`src/rtl/my_send_to_fx2lp_pkt.sv`:
```
// my_send_to_fx2lp_pkt: Avalon-ST sink to FX2LP slave-FIFO byte writer with PKTEND commit on EOP or idle timeout.
module my_send_to_fx2lp_pkt #(
  parameter int         DATA_W       = 32,
  parameter bit         LSB_FIRST    = 1'b1,
  parameter logic [1:0] FIFO_ADDR    = 2'b00,
  parameter int         PKT_BYTES    = 512,
  parameter int         IDLE_TIMEOUT = 4096
) (
  input  logic              csi_clk,
  input  logic              rsi_reset,
  input  logic [DATA_W-1:0] asi_in0_data,
  input  logic              asi_in0_valid,
  input  logic              asi_in0_endofpacket,
  output logic              asi_in0_ready,
  output logic [7:0]        coe_fx2lp_fd,
  output logic              coe_fx2lp_slwr_n,
  output logic              coe_fx2lp_pktend_n,
  input  logic [2:0]        coe_fx2lp_flag_n,
  output logic              coe_fx2lp_slrd_n,
  output logic              coe_fx2lp_sloe_n,
  output logic [1:0]        coe_fx2lp_fifoadr
);
  localparam int N = DATA_W / 8;
  localparam int IW = $clog2(N) + 1;
  localparam int PW = $clog2(PKT_BYTES);
  localparam int TW = (IDLE_TIMEOUT > 0) ? $clog2(IDLE_TIMEOUT + 1) : 1;
  localparam bit TO_EN = IDLE_TIMEOUT > 0;
  localparam logic [IW-1:0] LAST = IW'(N - 1);
  localparam logic [TW-1:0] TMAX = TW'(IDLE_TIMEOUT);

  typedef enum logic [1:0] {IDLE, SEND, PKTEND} state_t;

  state_t            state_q, state_d;
  logic [DATA_W-1:0] word_q, word_d;
  logic              eop_q, eop_d;
  logic [7:0]        fd_q, fd_d;
  logic              slwr_n_q, slwr_n_d;
  logic              pktend_n_q, pktend_n_d;
  logic [IW-1:0]     idx_q, idx_d;
  logic [PW-1:0]     pkt_cnt_q, pkt_cnt_d;
  logic [TW-1:0]     idle_q, idle_d;
  logic [PW-1:0]     pkt_inc;
  logic              timeout_hit, accept, last;
  logic              unused_flags;

  function automatic logic [7:0] byte_at(input logic [DATA_W-1:0] w, input logic [IW-1:0] i);
    logic [IW-1:0] k;
    k = LSB_FIRST ? i : LAST - i;
    return w[{k, 3'b000} +: 8];
  endfunction

  assign timeout_hit = TO_EN && state_q == IDLE && idle_q == TMAX;
  assign asi_in0_ready = state_q == IDLE && coe_fx2lp_flag_n[1] && !timeout_hit;
  assign accept = asi_in0_valid && asi_in0_ready;
  assign pkt_inc = pkt_cnt_q + PW'(1);
  assign unused_flags = coe_fx2lp_flag_n[2] ^ coe_fx2lp_flag_n[0];

  assign coe_fx2lp_fd = fd_q;
  assign coe_fx2lp_slwr_n = slwr_n_q;
  assign coe_fx2lp_pktend_n = pktend_n_q;
  assign coe_fx2lp_slrd_n = 1'b1;
  assign coe_fx2lp_sloe_n = 1'b1;
  assign coe_fx2lp_fifoadr = FIFO_ADDR;

  always_comb begin
    state_d = state_q;
    word_d = word_q;
    eop_d = eop_q;
    fd_d = fd_q;
    slwr_n_d = 1'b1;
    pktend_n_d = 1'b1;
    idx_d = idx_q;
    pkt_cnt_d = pkt_cnt_q;
    idle_d = '0;
    last = 1'b0;
    case (state_q)
      IDLE:
        if (accept) begin
          word_d = asi_in0_data;
          eop_d = asi_in0_endofpacket;
          fd_d = byte_at(asi_in0_data, '0);
          slwr_n_d = 1'b0;
          idx_d = IW'(1);
          pkt_cnt_d = pkt_inc;
          state_d = SEND;
          last = N == 1;
        end else if (timeout_hit) begin
          state_d = PKTEND;
          pktend_n_d = 1'b0;
        end else if (TO_EN && pkt_cnt_q != '0) begin
          idle_d = idle_q + TW'(1);
        end
      SEND:
        if (coe_fx2lp_flag_n[1]) begin
          fd_d = byte_at(word_q, idx_q);
          slwr_n_d = 1'b0;
          idx_d = idx_q + IW'(1);
          pkt_cnt_d = pkt_inc;
          last = idx_q == LAST;
        end
      // Entered from a final byte the strobe is still low, so the pulse waits one cycle.
      PKTEND:
        if (pktend_n_q) begin
          pktend_n_d = 1'b0;
        end else begin
          pkt_cnt_d = '0;
          state_d = IDLE;
        end
      default: state_d = IDLE;
    endcase
    if (last) state_d = (eop_d && pkt_inc != '0) ? PKTEND : IDLE;
  end

  always_ff @(negedge csi_clk) begin
    if (rsi_reset) begin
      state_q <= IDLE;
      word_q <= '0;
      eop_q <= 1'b0;
      fd_q <= '0;
      slwr_n_q <= 1'b1;
      pktend_n_q <= 1'b1;
      idx_q <= '0;
      pkt_cnt_q <= '0;
      idle_q <= '0;
    end else begin
      state_q <= state_d;
      word_q <= word_d;
      eop_q <= eop_d;
      fd_q <= fd_d;
      slwr_n_q <= slwr_n_d;
      pktend_n_q <= pktend_n_d;
      idx_q <= idx_d;
      pkt_cnt_q <= pkt_cnt_d;
      idle_q <= idle_d;
    end
  end
endmodule

```
`config.mk`:
```
export PLATFORM = sky130hd
export DESIGN_NAME = my_send_to_fx2lp_pkt
export DESIGN_NICKNAME = d
export VERILOG_FILES = /design/src/rtl/my_send_to_fx2lp_pkt.sv
export SDC_FILE = /design/constraint.sdc
export NUM_CORES = 1
export LEC_CHECK = 0
export CELL_PAD_IN_SITES_DETAIL_PLACEMENT = 1
export CELL_PAD_IN_SITES_GLOBAL_PLACEMENT = 1
export CORE_MARGIN = 2
export CORE_UTILIZATION = 42
export CTS_BUF_LIST = sky130_fd_sc_hd__clkbuf_2 sky130_fd_sc_hd__clkbuf_4 sky130_fd_sc_hd__clkbuf_8
export DETAILED_ROUTE_END_ITERATION = 7
export HOLD_SLACK_MARGIN = 0.02
export PLACE_DENSITY = 0.89
export SYNTH_ARGS = -nofsm -noshare
export SYNTH_HDL_FRONTEND = slang
export SYNTH_SLANG_ARGS = --single-unit
```
`constraint.sdc`:
```
create_clock -name csi_clk -period 2.4 [get_ports csi_clk]
set_input_delay 0.48 -clock csi_clk [delete_from_list [all_inputs] [get_ports csi_clk]]
set_output_delay 0.48 -clock csi_clk [all_outputs]
set_load 0.01 [all_outputs]
```
==> PnR_summary.wiki, run 1 <==
{| class="wikitable"
! Metric !! Value
|-
| Tool error || [ERROR DPL-0033] detailed placement checks failed during check placement.
|-
| Vertical die dimension || 94.9 um
|-
| Hold buffers post-CTS || 0
|-
| HPWL after DPL || 8780 um
|-
| Most used flip-flop cell after synthesis || dfxtp_1
|-
| Number of synthesis warnings || 0
|-
| Synth unique cells || 48
|-
| Initial antenna violation count || 1
|-
| Cell Rows || 33
|-
| Master cell of the clock root buffer || clkbuf_8
|-
| Pin count of the biggest net entering global routing || 36
|-
| Seq cells post-synth || 70
|-
| Portion of the post-synthesis area used by sequential elements || 0.404
|-
| Placement-stage cell area || 0.00463 mm2
|-
| Grt repair worst endpoint || asi_in0_ready
|-
| Cell count after synthesis || 410
|-
| Clock H-tree levels || 3
|-
| Global placement routability congestion || 0.866
|-
| DP Worst Slack || -0.942 ns
|-
| Clock sink count || 70
|-
| Number of I/O pins || 54
|-
| Horizontal extent of the die || 94.9 um
|-
| Worst-path endpoint category || primary output
|-
| I/O Buffers || 47
|-
| Area of the mapped netlist || 0.00347 mm2
|-
| Fail Step || global routing
|-
| Synthesized area per cell || 8.46 um2
|-
| Starting utilization of the core area || 0.429
|-
| Post-synth EDFFs || 0
|-
| Outcome || stopped before the end
|-
| Clock buffer count from CTS || 9
|-
| Share of async-settable or async-resettable flops after synthesis || 0
|-
| Maximum clock path buffer count || 2
|}
## through the flow
stage          setup TNS [ns]  cells
3_3_place_gp           -55.37    585
3_5_place_dp           -61.25    585
2_1_floorplan          -10.43    412
4_1_cts                 -5.16    695
## repair_timing
| item | 4_1_cts |
|---|---|
| setup endpoints to repair | 80 |
| cloned | 9 |
| gates resized for setup | 206 |
| buffers inserted | 19 |
| pin swaps | 37 |
| hold endpoints to repair | 0 |
## Yosys cell counts (2+ instances only)
master / n / share of area
dfxtp_1: 70 / 0.40
o21ai_1: 3 / 0.0043
nand3b_1: 2 / 0.0043
nor2b_1: 2 / 0.0036
buf_2: 5 / 0.0072
nor4_1: 3 / 0.0054
and4_1: 3 / 0.0076
a31o_2: 2 / 0.0050
nand4_1: 8 / 0.014
xor2_1: 10 / 0.025
nor2_1: 26 / 0.028
a211o_1: 2 / 0.0050
a21oi_1: 52 / 0.075
and3_1: 3 / 0.0054
or2_2: 3 / 0.0054
nand4b_1: 3 / 0.0076
nand2b_1: 5 / 0.0090
nand3_1: 43 / 0.062
nor4b_1: 2 / 0.0050
mux4_2: 8 / 0.052
o21ai_0: 38 / 0.055
a211oi_1: 11 / 0.024
conb_1: 2 / 0.0022
and2_1: 2 / 0.0036
nand2_1: 13 / 0.014
ha_1: 6 / 0.022
clkbuf_1: 23 / 0.025
a31oi_1: 3 / 0.0054
or4_1: 4 / 0.0087
nor3_1: 6 / 0.0087
a22oi_1: 8 / 0.017
buf_1: 2 / 0.0022
or3_1: 3 / 0.0054
buf_4: 5 / 0.011
inv_1: 9 / 0.0097
o211ai_1: 8 / 0.017
## logic make-up after synthesis
logic type,Yosys count,share of synthesized area
AO/OA/AOI/OAI,129,0.213
XOR/XNOR,11,0.0278
adder cells (fa/ha/maj),6,0.0216
buffers and inverters,46,0.0595
flip-flops,70,0.404
multiplexers,9,0.0552
other,2,0.00216
AND/OR/NAND/NOR,137,0.216
==> run 2, diff against run 1 <==
==> config.mk (replaced) <==
export PLATFORM = sky130hd
export DESIGN_NAME = my_send_to_fx2lp_pkt
export DESIGN_NICKNAME = d
export VERILOG_FILES = /design/src/rtl/my_send_to_fx2lp_pkt.sv
export SDC_FILE = /design/constraint.sdc
export NUM_CORES = 1
export LEC_CHECK = 0
export CORE_MARGIN = 2
export CORE_UTILIZATION = 40
export DETAILED_ROUTE_END_ITERATION = 7
export PLACE_DENSITY_LB_ADDON = 0.15
export SYNTH_ARGS = -nofsm -noshare
export SYNTH_HDL_FRONTEND = slang
export SYNTH_SLANG_ARGS = --single-unit
==> run 2 against run 1 <==
  * The flow now finishes, with violations (setup timing)
  * Area after synthesis did not move
  * Synthesized cell count did not move
==> PnR_summary.wiki, run 2 <==
{| class="wikitable"
! Metric !! Value
|-
| Power Internal || 2.11 mW
|-
| GR Overflow Total || 0
|-
| Cell area after layout || 0.00541 mm2
|-
| Routed WL || 10,900 um
|-
| Drt first pass iters || 4
|-
| Initial antenna violation count || 0
|-
| Cell count after synthesis || 410 (unchanged)
|-
| Required arrival time at the worst endpoint || 1.92 ns
|-
| Hold Path End || word_q[24]
|-
| I/O Buffers || 47 (unchanged)
|-
| Most used flip-flop cell after synthesis || dfxtp_1
|-
| Hold buffers post-CTS || 0 (unchanged)
|-
| Most frequent cells in the layout || inv_1 (76), buf_4 (60), dfxtp_1 (58)
|-
| Dominant cell type by area after synthesis || dfxtp_1
|-
| Master cell of the clock root buffer || clkbuf_8
|-
| Most common cell after layout, fill and taps aside || inv_1
|-
| Via count of the first global-routing pass || 3,722
|-
| Clk_lat worst skew || 0.41 ns
|-
| Core area || 0.00830 mm2
|-
| Per-cell routed wire length || 15.9 um
|-
| Worst-Margin Slew || 0.601 ns
|-
| Max FFs per register || 32
|-
| Leading cell type by number of instances after synthesis || dfxtp_1
|-
| Largest cells by area after synthesis || dfxtp_1 (40%), a21oi_1 (7.5%), nand3_1 (6.2%)
|-
| Worst ir drop on vdd || 484 uV
|-
| DP Worst Slack || -0.977 ns (-0.0346 ns)
|-
| Seq cells post-synth || 70 (unchanged)
|-
| Horizontal extent of the die || 97.1 um (+2.4%)
|-
| Final-report hold violation count || 0
|-
| Top-area cell type share of the netlist area || 0.404 (unchanged)
|-
| Outcome || finished with violations
|-
| Capture instance of the worst register-to-register path || coe_fx2lp_fd[3]
|-
| Starting utilization of the core area || 0.418 (-0.0107)
|-
| Final Max Slew Viols || 0
|-
| Clk pwr share || 0.456
|-
| Number of I/O pins || 54 (unchanged)
|-
| HPWL after DPL || 6960 um (-21%)
|-
| Final setup violation count || 30
|-
| PD cells || 591 mW/mm2
|-
| Vias after detailed routing || 3,769
|-
| Area of the mapped netlist || 0.00347 mm2 (unchanged)
|-
| Vias/cell || 5.52
|-
| CP Data Arrival Time || 2.78 ns
|-
| Post-route ant nets || 0
|-
| Final Power || 3.20 mW
|-
| Largest registers in the final layout || word_q x32, idle_q x13, pkt_cnt_q x9
|-
| RSZ-0062 raised after global routing || true
|-
| Vertical die dimension || 97.1 um (+2.4%)
|-
| DRC violation count after routing || 0
|-
| Number of max-cap violations || 0
|-
| Logic depth of the worst register-to-register path || 6
|-
| Critical register-to-register path startpoint || idle_q[2]
|-
| Share of async-settable or async-resettable flops after synthesis || 0 (unchanged)
|-
| Maximum clock path buffer count || 2 (unchanged)
|-
| Switching part of the total || 0.340
|-
| Clock transition at the register clock pins on the worst setup and hold paths after CTS || 0.03 ns
|-
| Global-route wire length before repair || 17,100 um
|-
| P_leak || 2.24 nW
|-
| Global placement routability congestion || 0.919 (+6.2%)
|-
| Top cells by instance count after synthesis || dfxtp_1 (70), a21oi_1 (52), nand3_1 (43), o21ai_0 (38), nor2_1 (26)
|-
| Part of the total power dissipated in combinational logic || 0.153
|-
| Setup TNS Final || -2.52 ns
|-
| Number of synthesis warnings || 0 (unchanged)
|-
| Count of routing violations after the opening detailed-route iteration || 147
|-
| Clock H-tree levels || 3 (unchanged)
|-
| Switch Pwr || 1.09 mW
|-
| Biggest fanout along the worst timing path || 2
|-
| Critical Setup Path Class || reg2out
|-
| Final core utilization || 0.652
|-
| Final setup slack of the worst path || -0.855 ns
|-
| Sort of element at the end of the critical path || output pin
|-
| Area of the die || 0.00944 mm2
|-
| Area delta synth->final || 56.0%
|-
| Cell Rows || 33 (unchanged)
|-
| GR Util All Layers || 0.222
|-
| Pin count of the biggest net entering global routing || 36
|-
| Relative slew slack || 0.594
|-
| Synthesized area per cell || 8.46 um2 (unchanged)
|-
| Placement-stage cell area || 0.00466 mm2 (+0.59%)
|-
| Hold Crit Class || reg2reg
|-
| Number of fillers in the final layout || 698
|-
| Hold Path Origin || word_q[24]
|-
| Number of antenna cells inserted || 0
|-
| Post-synth EDFFs || 0 (unchanged)
|-
| Clock buffer count from CTS || 9 (unchanged)
|-
| Synth unique cells || 48 (unchanged)
|-
| Share of layout cells above drive strength 1 || 0.343
|-
| Register area || 0.00142 mm2
|-
| Register ranked first by flip-flop count || word_q
|-
| Clock sink count || 70 (unchanged)
|-
| Final nets || 619
|-
| Sort of element at the start of the critical path || flop
|-
| CTS tree || built
|-
| Violated checks || setup timing
|-
| Register-to-register path setup slack || 0.37 ns
|-
| Number of cells on the worst hold path || 2
|-
| Portion of the post-synthesis area used by sequential elements || 0.404 (unchanged)
|-
| Sequential cell fraction of total power || 0.391
|-
| Final clock skew || 0.0182 ns
|-
| Combined area of the multi-input logic cells || 0.00224 mm2
|}
run 2: cell counts after synthesis:
Identical to the previous run, type by type.
run 2: worst max-delay path by stage:
stage,start,to,cells past startpoint
floorplan,idle_q[0],asi_in0_ready,6
global placement,coe_fx2lp_flag_n[1],pkt_cnt_q[3],5
detailed placement,coe_fx2lp_flag_n[1],pkt_cnt_q[3],5
CTS,idle_q[0],asi_in0_ready,6
global route,idle_q[0],asi_in0_ready,6
finish,idle_q[1],asi_in0_ready,6
run 2: stage by stage:
step           cells  hold WS (ns)
3_3_place_gp     587         0.453
5_1_grt          683         0.499
6_report         683         0.469
2_1_floorplan    412         0.412
4_1_cts          679         0.471
3_5_place_dp     587         0.464
run 2: kinds of logic after synthesis:
family,share of synthesized area
and+or+nand+nor,0.216
AOI/OAI and AO/OA,0.213
DFF,0.404
buffers and inverters,0.0595
xor gates and xnor gates,0.0278
muxes,0.0552
adders and majority gates,0.0216
other,0.00216
run 2: layer usage:
layer	GRT usage	up-vias	routed length, um
li1	-	1834	-
met1	0.269	1812	4940
met2	0.356	112	5200
met3	0.0842	11	614
met4	0.0888	0	110
met5	0	-	0
run 2: what timing repair did:
item                       CTS  global route
cloned                       2             2
setup buffers                8             2
gates resized for setup     83            32
setup endpoints to repair   80            44
pin swaps                    8             6
run 2: power groups by stage:
stage / sequential [mW] / combinational [mW] / clock (mW)
floorplan: 1.26 / 0.239 / 0.179
global placement: 1.26 / 0.425 / 0.179
detailed placement: 1.26 / 0.428 / 0.179
CTS: 1.25 / 0.455 / 1.50
global route: 1.25 / 0.525 / 1.64
finish: 1.25 / 0.490 / 1.46
run 2: area by class of cell:
| class | count | area share |
|---|---|---|
| Clock buffer | 9 | 0.0229 |
| Clock inverter | 76 | 0.0610 |
| Inverter | 8 | 0.00555 |
| Multi-Input combinational cell | 297 | 0.414 |
| Sequential cell | 70 | 0.262 |
| Tap cell | 105 | 0.0243 |
| Timing Repair Buffer | 118 | 0.211 |
run 2: critical path, cell delays in order, from the launching register on:
cell and delay (ns):
dfxtp_2 0.32, inv_2 0.04, ha_4 0.14, nor4b_4 0.12
a31o_2 0.27, nor3_4 0.13, buf_2 0.16
No activity file was read; power rests on OpenSTA's default activity.
==> run 3, diff against run 2 <==
==> constraint.sdc (replaced) <==
create_clock -name csi_clk -period 3.95 [get_ports csi_clk]
set_input_delay 0.79 -clock csi_clk [delete_from_list [all_inputs] [get_ports csi_clk]]
set_output_delay 0.79 -clock csi_clk [all_outputs]
set_load 0.01 [all_outputs]
==> run 3 against run 2 <==
  * The flow still finishes with violations (setup timing)
  * Worst hold slack better by 0.0010 ns
  * Worst setup slack gained 0.50 ns
  * Sequential power down 39%
  * Count of clock-buffer cells in the layout stayed put
  * Sequential share of layout area is 3.9 points higher
  * Register-to-register slack better by 1.3 ns
  * First-iteration DRC count increased by 5.4%
==> PnR_summary.wiki, run 3 (synthesis results as in run 2) <==
{| class="wikitable"
! Metric !! Value
|-
| Largest registers in the final layout || word_q x32, idle_q x13, pkt_cnt_q x9
|-
| Hold Path Origin || word_q[27]
|-
| Number of antenna cells inserted || 0 (unchanged)
|-
| CP Data Arrival Time || 3.52 ns (+0.74 ns)
|-
| GR Overflow Total || 0 (unchanged)
|-
| Hold Crit Class || reg2reg
|-
| DP Worst Slack || -0.591 ns (+0.386 ns)
|-
| Count of routing violations after the opening detailed-route iteration || 155 (+5.4%)
|-
| Starting utilization of the core area || 0.418 (unchanged)
|-
| Final setup violation count || 1 (-97%)
|-
| Met1 routed wirelength after detailed routing || 4400 um (-11%)
|-
| Via count of the first global-routing pass || 3,574 (-4.0%)
|-
| Vias/cell || 5.51 (-0.23%)
|-
| Area delta synth->final || 34.7%
|-
| P_leak || 1.96 nW (-12%)
|-
| Vias after detailed routing || 3,562 (-5.5%)
|-
| Most common cell after layout, fill and taps aside || inv_1
|-
| Final-report hold violation count || 0 (unchanged)
|-
| Worst-Margin Slew || 1.06 ns (+0.463 ns)
|-
| Per-cell routed wire length || 14.6 um (-8.0%)
|-
| CTS tree || built
|-
| Number of max-cap violations || 0 (unchanged)
|-
| Hold buffers post-CTS || 0 (unchanged)
|-
| Biggest fanout along the worst timing path || 2 (unchanged)
|-
| Start point of the critical path || idle_q[0]
|-
| Final setup slack of the worst path || -0.360 ns (+0.495 ns)
|-
| I/O Buffers || 47 (unchanged)
|-
| Critical register-to-register path startpoint || idle_q[8]
|-
| RSZ-0062 raised after global routing || true
|-
| Drt first pass iters || 4 (unchanged)
|-
| Max Used Layer || met4
|-
| DRC violation count after routing || 0 (unchanged)
|-
| Register ranked first by flip-flop count || word_q
|-
| Cell area after layout || 0.00467 mm2 (-14%)
|-
| Final nets || 582 (-6.0%)
|-
| Initial antenna violation count || 0 (unchanged)
|-
| Worst ir drop on vdd || 209 uV (-57%)
|-
| Sort of element at the end of the critical path || output pin
|-
| Clock sink count || 70 (unchanged)
|-
| Sort of element at the start of the critical path || flop
|-
| Required arrival time at the worst endpoint || 3.16 ns (+1.24 ns)
|-
| Clock H-tree levels || 3 (unchanged)
|-
| Final Max Slew Viols || 0 (unchanged)
|-
| Horizontal extent of the die || 97.1 um (unchanged)
|-
| Relative slew slack || 0.288 (-0.305)
|-
| Met3 routed wirelength || 683 um (+11%)
|-
| Register-to-register path setup slack || 1.64 ns (+1.27 ns)
|-
| Violated checks || setup timing
|-
| Number of I/O pins || 54 (unchanged)
|-
| Final clock skew || 0.0194 ns (+0.00116 ns)
|-
| Outcome || finished with violations
|-
| Placement-stage cell area || 0.00423 mm2 (-9.1%)
|-
| Clock buffer count from CTS || 9 (unchanged)
|-
| Master cell of the clock root buffer || clkbuf_8
|-
| Critical Setup Path Class || reg2out
|-
| Clk_lat worst skew || 0.41 ns (about the same)
|-
| Post-route ant nets || 0 (unchanged)
|-
| Global-route wire length before repair || 15,800 um (-7.4%)
|-
| HPWL after DPL || 6150 um (-12%)
|-
| Share of layout cells above drive strength 1 || 0.144 (-0.199)
|-
| Max FFs per register || 32 (unchanged)
|-
| GR Util All Layers || 0.204 (-0.0182)
|-
| PD cells || 384 mW/mm2 (-35%)
|-
| Cell Rows || 33 (unchanged)
|-
| Vertical die dimension || 97.1 um (unchanged)
|-
| Most frequent cells in the layout || inv_1 (77), dfxtp_1 (68), a21oi_1 (52)
|-
| Pin count of the biggest net entering global routing || 51 (+42%)
|-
| Clock transition at the register clock pins on the worst setup and hold paths after CTS || 0.04 ns (about the same)
|-
| Area of the die || 0.00944 mm2 (unchanged)
|-
| Global placement routability congestion || 0.911 (-0.95%)
|-
| Routed WL || 9470 um (-13%)
|-
| Maximum clock path buffer count || 2 (unchanged)
|-
| Core area || 0.00830 mm2 (unchanged)
|-
| Detailed-routed wire length on met2 || 4280 um (-18%)
|}
[run 3: cell types whose count changed in the layout (fill, tap and decap cells not counted), sizes merged]
cell,previous run,this run
buf,83,37
bufinv,1,0
clkbuf,11,9
clkinv,0,1
clkinvlp,1,0
dlygate4sd2,0,12
inv,82,84
or4,6,5
[run 3: layer usage]
layer  global-route usage  up-vias
li1                     -     1754
met1                0.257     1683
met2                0.304      111
met3               0.0885       14
met4               0.0878        0
met5                    0        -
[run 3: layout make-up]
class | instances | area, um2
clock buffer | 9 | 124
clock inverter | 77 | 317
fill | 791 | 3630
inverter | 8 | 30.0
multi-input combinational | 296 | 1920
sequential | 70 | 1400
tap | 105 | 131
timing repair buffer | 82 | 746
[run 3: where the power goes]
group | leakage, nW | internal [mW] | switching, mW | total [mW]
logic | 0.923 | 0.103 | 0.105 | 0.209
registers | 0.571 | 0.740 | 0.0207 | 0.760
clock network | 0.471 | 0.329 | 0.498 | 0.827
[run 3: final timing paths]
path	to	cells past startpoint
hold reg to reg	word_q[27]	2
setup reg to reg	pkt_cnt_q[2]	5
setup / recovery	asi_in0_ready	6
hold / removal	word_q[27]	2
[run 3: stage by stage]
stage	cells	power [mW]	setup TNS, ns	hold slack [ns]	utilization
floorplan	412	0.992	-0.0568	0.401	-
CTS	647	1.83	-0.387	0.470	0.563
global route	647	1.93	-0.464	0.483	0.563
detailed placement	562	1.09	-26.44	0.465	0.510
global placement	562	1.09	-25.81	0.458	0.510
finish	647	1.80	-0.360	0.470	0.563
[run 3: critical path, stage by stage (launching register included)]
cell,delay [ns]
dfxtp_2,0.32
inv_2,0.04
ha_4,0.15
nor4b_4,0.13
a31o_2,0.23
nor3_4,0.13
buf_2,0.16
[run 3: repair_timing]
item,in CTS,in global routing
gates resized for setup,23,0
endpoints found under the hold margin,0,0
pin swaps,2,1
setup endpoints to repair,34,1
setup buffers,0,0
==> edit (config.mk and constraints of run 2) <==
`LSB_FIRST`: 1'b1 -> 1'b0.
--- a/src/rtl/my_send_to_fx2lp_pkt.sv
+++ b/src/rtl/my_send_to_fx2lp_pkt.sv
@@ -3,3 +3,3 @@
   parameter int         DATA_W       = 32,
-  parameter bit         LSB_FIRST    = 1'b1,
+  parameter bit         LSB_FIRST    = 1'b0,
   parameter logic [1:0] FIFO_ADDR    = 2'b00,
Function: changed (Yosys sat finds a counterexample within 4 cycles, from zero or initial values and one cycle with rsi_reset high).
==> edit against run 2 <==
The run still ends with setup timing left. Design area fell by 9.4%. Synthesized area fell by 6.1%. Sequential cell count did not move. Worst setup slack improved by 30 ps. First-iteration DRC count fell by 24%. Routed wire length fell by 24%. Power rose by 4.2%. Clock skew rose by 4.5 ps. Critical path type unchanged. Critical endpoint unchanged. Largest cell class unchanged.
==> edit: results (changes against run 2) <==
grt_max_degree: 27  # -25%
synthArstFlopShare: 0  # unchanged
preCtsSetupSlack_ps: -909  # +67.9 ps
status: "finished, violations left"
yosysSeqAreaShare: 0.430  # +0.0264
final_layout_size_suffix_gt1_frac: 0.277  # -0.0656
cts.clk_slew.worst_paths_ps: 30  # about the same
grt_first_pass_wirelength_um: 13700  # -20%
p_leak_nw: 2.19  # -2.1%
slowest_delay_ps: 340  # +20 ps
synthTopCellsByArea: "dfxtp_1, mux2i_1, nor2_1, mux4_2, a21oi_1"
ys.flop_type: "dfxtp_1"
crit_slowest_cell: "dfxtp_4"
post_cts_buffers: 6  # -2
share_comb_of_total_power: 0.199  # +0.046
synth_xor_area_frac: 0.0323  # +0.00450
first_iter_violations: 111  # -24%
globalplace.congestion: 0.827  # -10%
synth_common_cells: "dfxtp_1, nor2_1, mux2i_1"
muxShareOfSynthArea: 0.157  # +0.102
synth_cells: 347  # -15%
postCtsResizedCells: 94  # +13%
critPathTopFamily: "simple AND/OR/NAND/NOR gates"
clock_latency_ps: 410  # about the same
irDropWorstVdd_v: 0.000296  # -39%
yosys_warnings: 0  # unchanged
viasPerCell: 4.98  # -9.8%
finClkSkew_ps: 22.7  # +4.50 ps
tns_ps: -2090  # +424 ps
crit_fanout: 2  # unchanged
io_buffer_count: 47  # unchanged
avgRoutedWirePerCell_um: 13.3  # -16%
cts_root_buffer: "clkbuf_8"
p_int_w: 0.00216  # +2.3%
h-tree-depth: 3  # unchanged
layout.cells.non_filler: 622  # -8.9%
hpwl_um: 5550  # -20%
p_per_area_mw_per_mm2: 680  # +15%
antenna_found_initial: 0  # unchanged
synth_cell_type_count: 45  # -6.3%
grt_use_total: 0.196  # -0.0259
grt_pass1_vias: 3112  # -16%
synth_compound_gate_area_share: 0.102  # -0.112
cap_violations: 0  # unchanged
setup_ws_ps: -825  # +30.4 ps
arrival_ps: 2750  # -30 ps
dpl_cell_area_sq_mm: 0.00424  # -8.9%
drtAntennaViolNets: 0  # unchanged
dp_cells: 527  # -10%
synthAdderAreaFrac: 0.0192  # -0.00243
largestRegisters: "word_q x32, idle_q x13, pkt_cnt_q x9"
fin_nets: 559  # -9.7%
violations: "setup timing"
relSlewSlack: 0.653  # +0.0589
synth_top_family_by_area: "simple AND/OR/NAND/NOR gates"
setup_violations: 19  # -37%
antenna_cells: 0  # unchanged
==> edit: cell types whose count changed in the layout (fill, tap and decap cells not counted), sizes merged, moves of 4 or more <==
cell / run 2 / this run
nand4: 8 / 4
o211ai: 8 / 0
o21ai: 41 / 10
or4: 6 / 0
a221oi: 0 / 8
a211oi: 11 / 1
a22oi: 8 / 0
buf: 83 / 79
mux2i: 0 / 33
nor2: 26 / 67
nand3: 43 / 10
a21oi: 52 / 16
nor3: 6 / 13
nand2: 13 / 8
==> edit: cells by family after synthesis <==
family,count (synthesis)
multiplexers,41
flip-flops,70
adder cells (fa/ha/maj),5
AO/OA/AOI/OAI,49
buffers and inverters,36
other,2
XOR/XNOR,12
AND/OR/NAND/NOR,132
==> edit: worst min-delay path: cells and delay by family, from the launching register on <==
family	cells	cell delay [ps]
simple gates	1	70
flops	1	310
mux	1	60
==> edit: routing by layer <==
layer,vias to the layer above,share of wire,global-route usage
li1,1562,-,-
met1,1435,0.45,0.228
met2,85,0.48,0.299
met3,14,0.061,0.0883
met4,0,0.015,0.111
met5,-,0,0
==> edit: cell type report <==
class	count	area [sq um]
flip-flops and latches	70	1420
inverters	9	36.3
multi-input cells	243	1820
clock buffers	9	124
well taps	102	128
clock inverters	77	318
repair buffers	112	1060
fillers	697	2900
==> edit: path summary, 6_finish.rpt <==
kind | startpoint | to | slack, ps | cells after the start
worst max-delay path | idle_q[0] | asi_in0_ready | -830 | 6
worst min register to register | word_q[23] | word_q[23] | 490 | 2
worst max register to register | idle_q[0] | pkt_cnt_q[2] | 390 | 10
worst min-delay path | word_q[23] | word_q[23] | 490 | 2
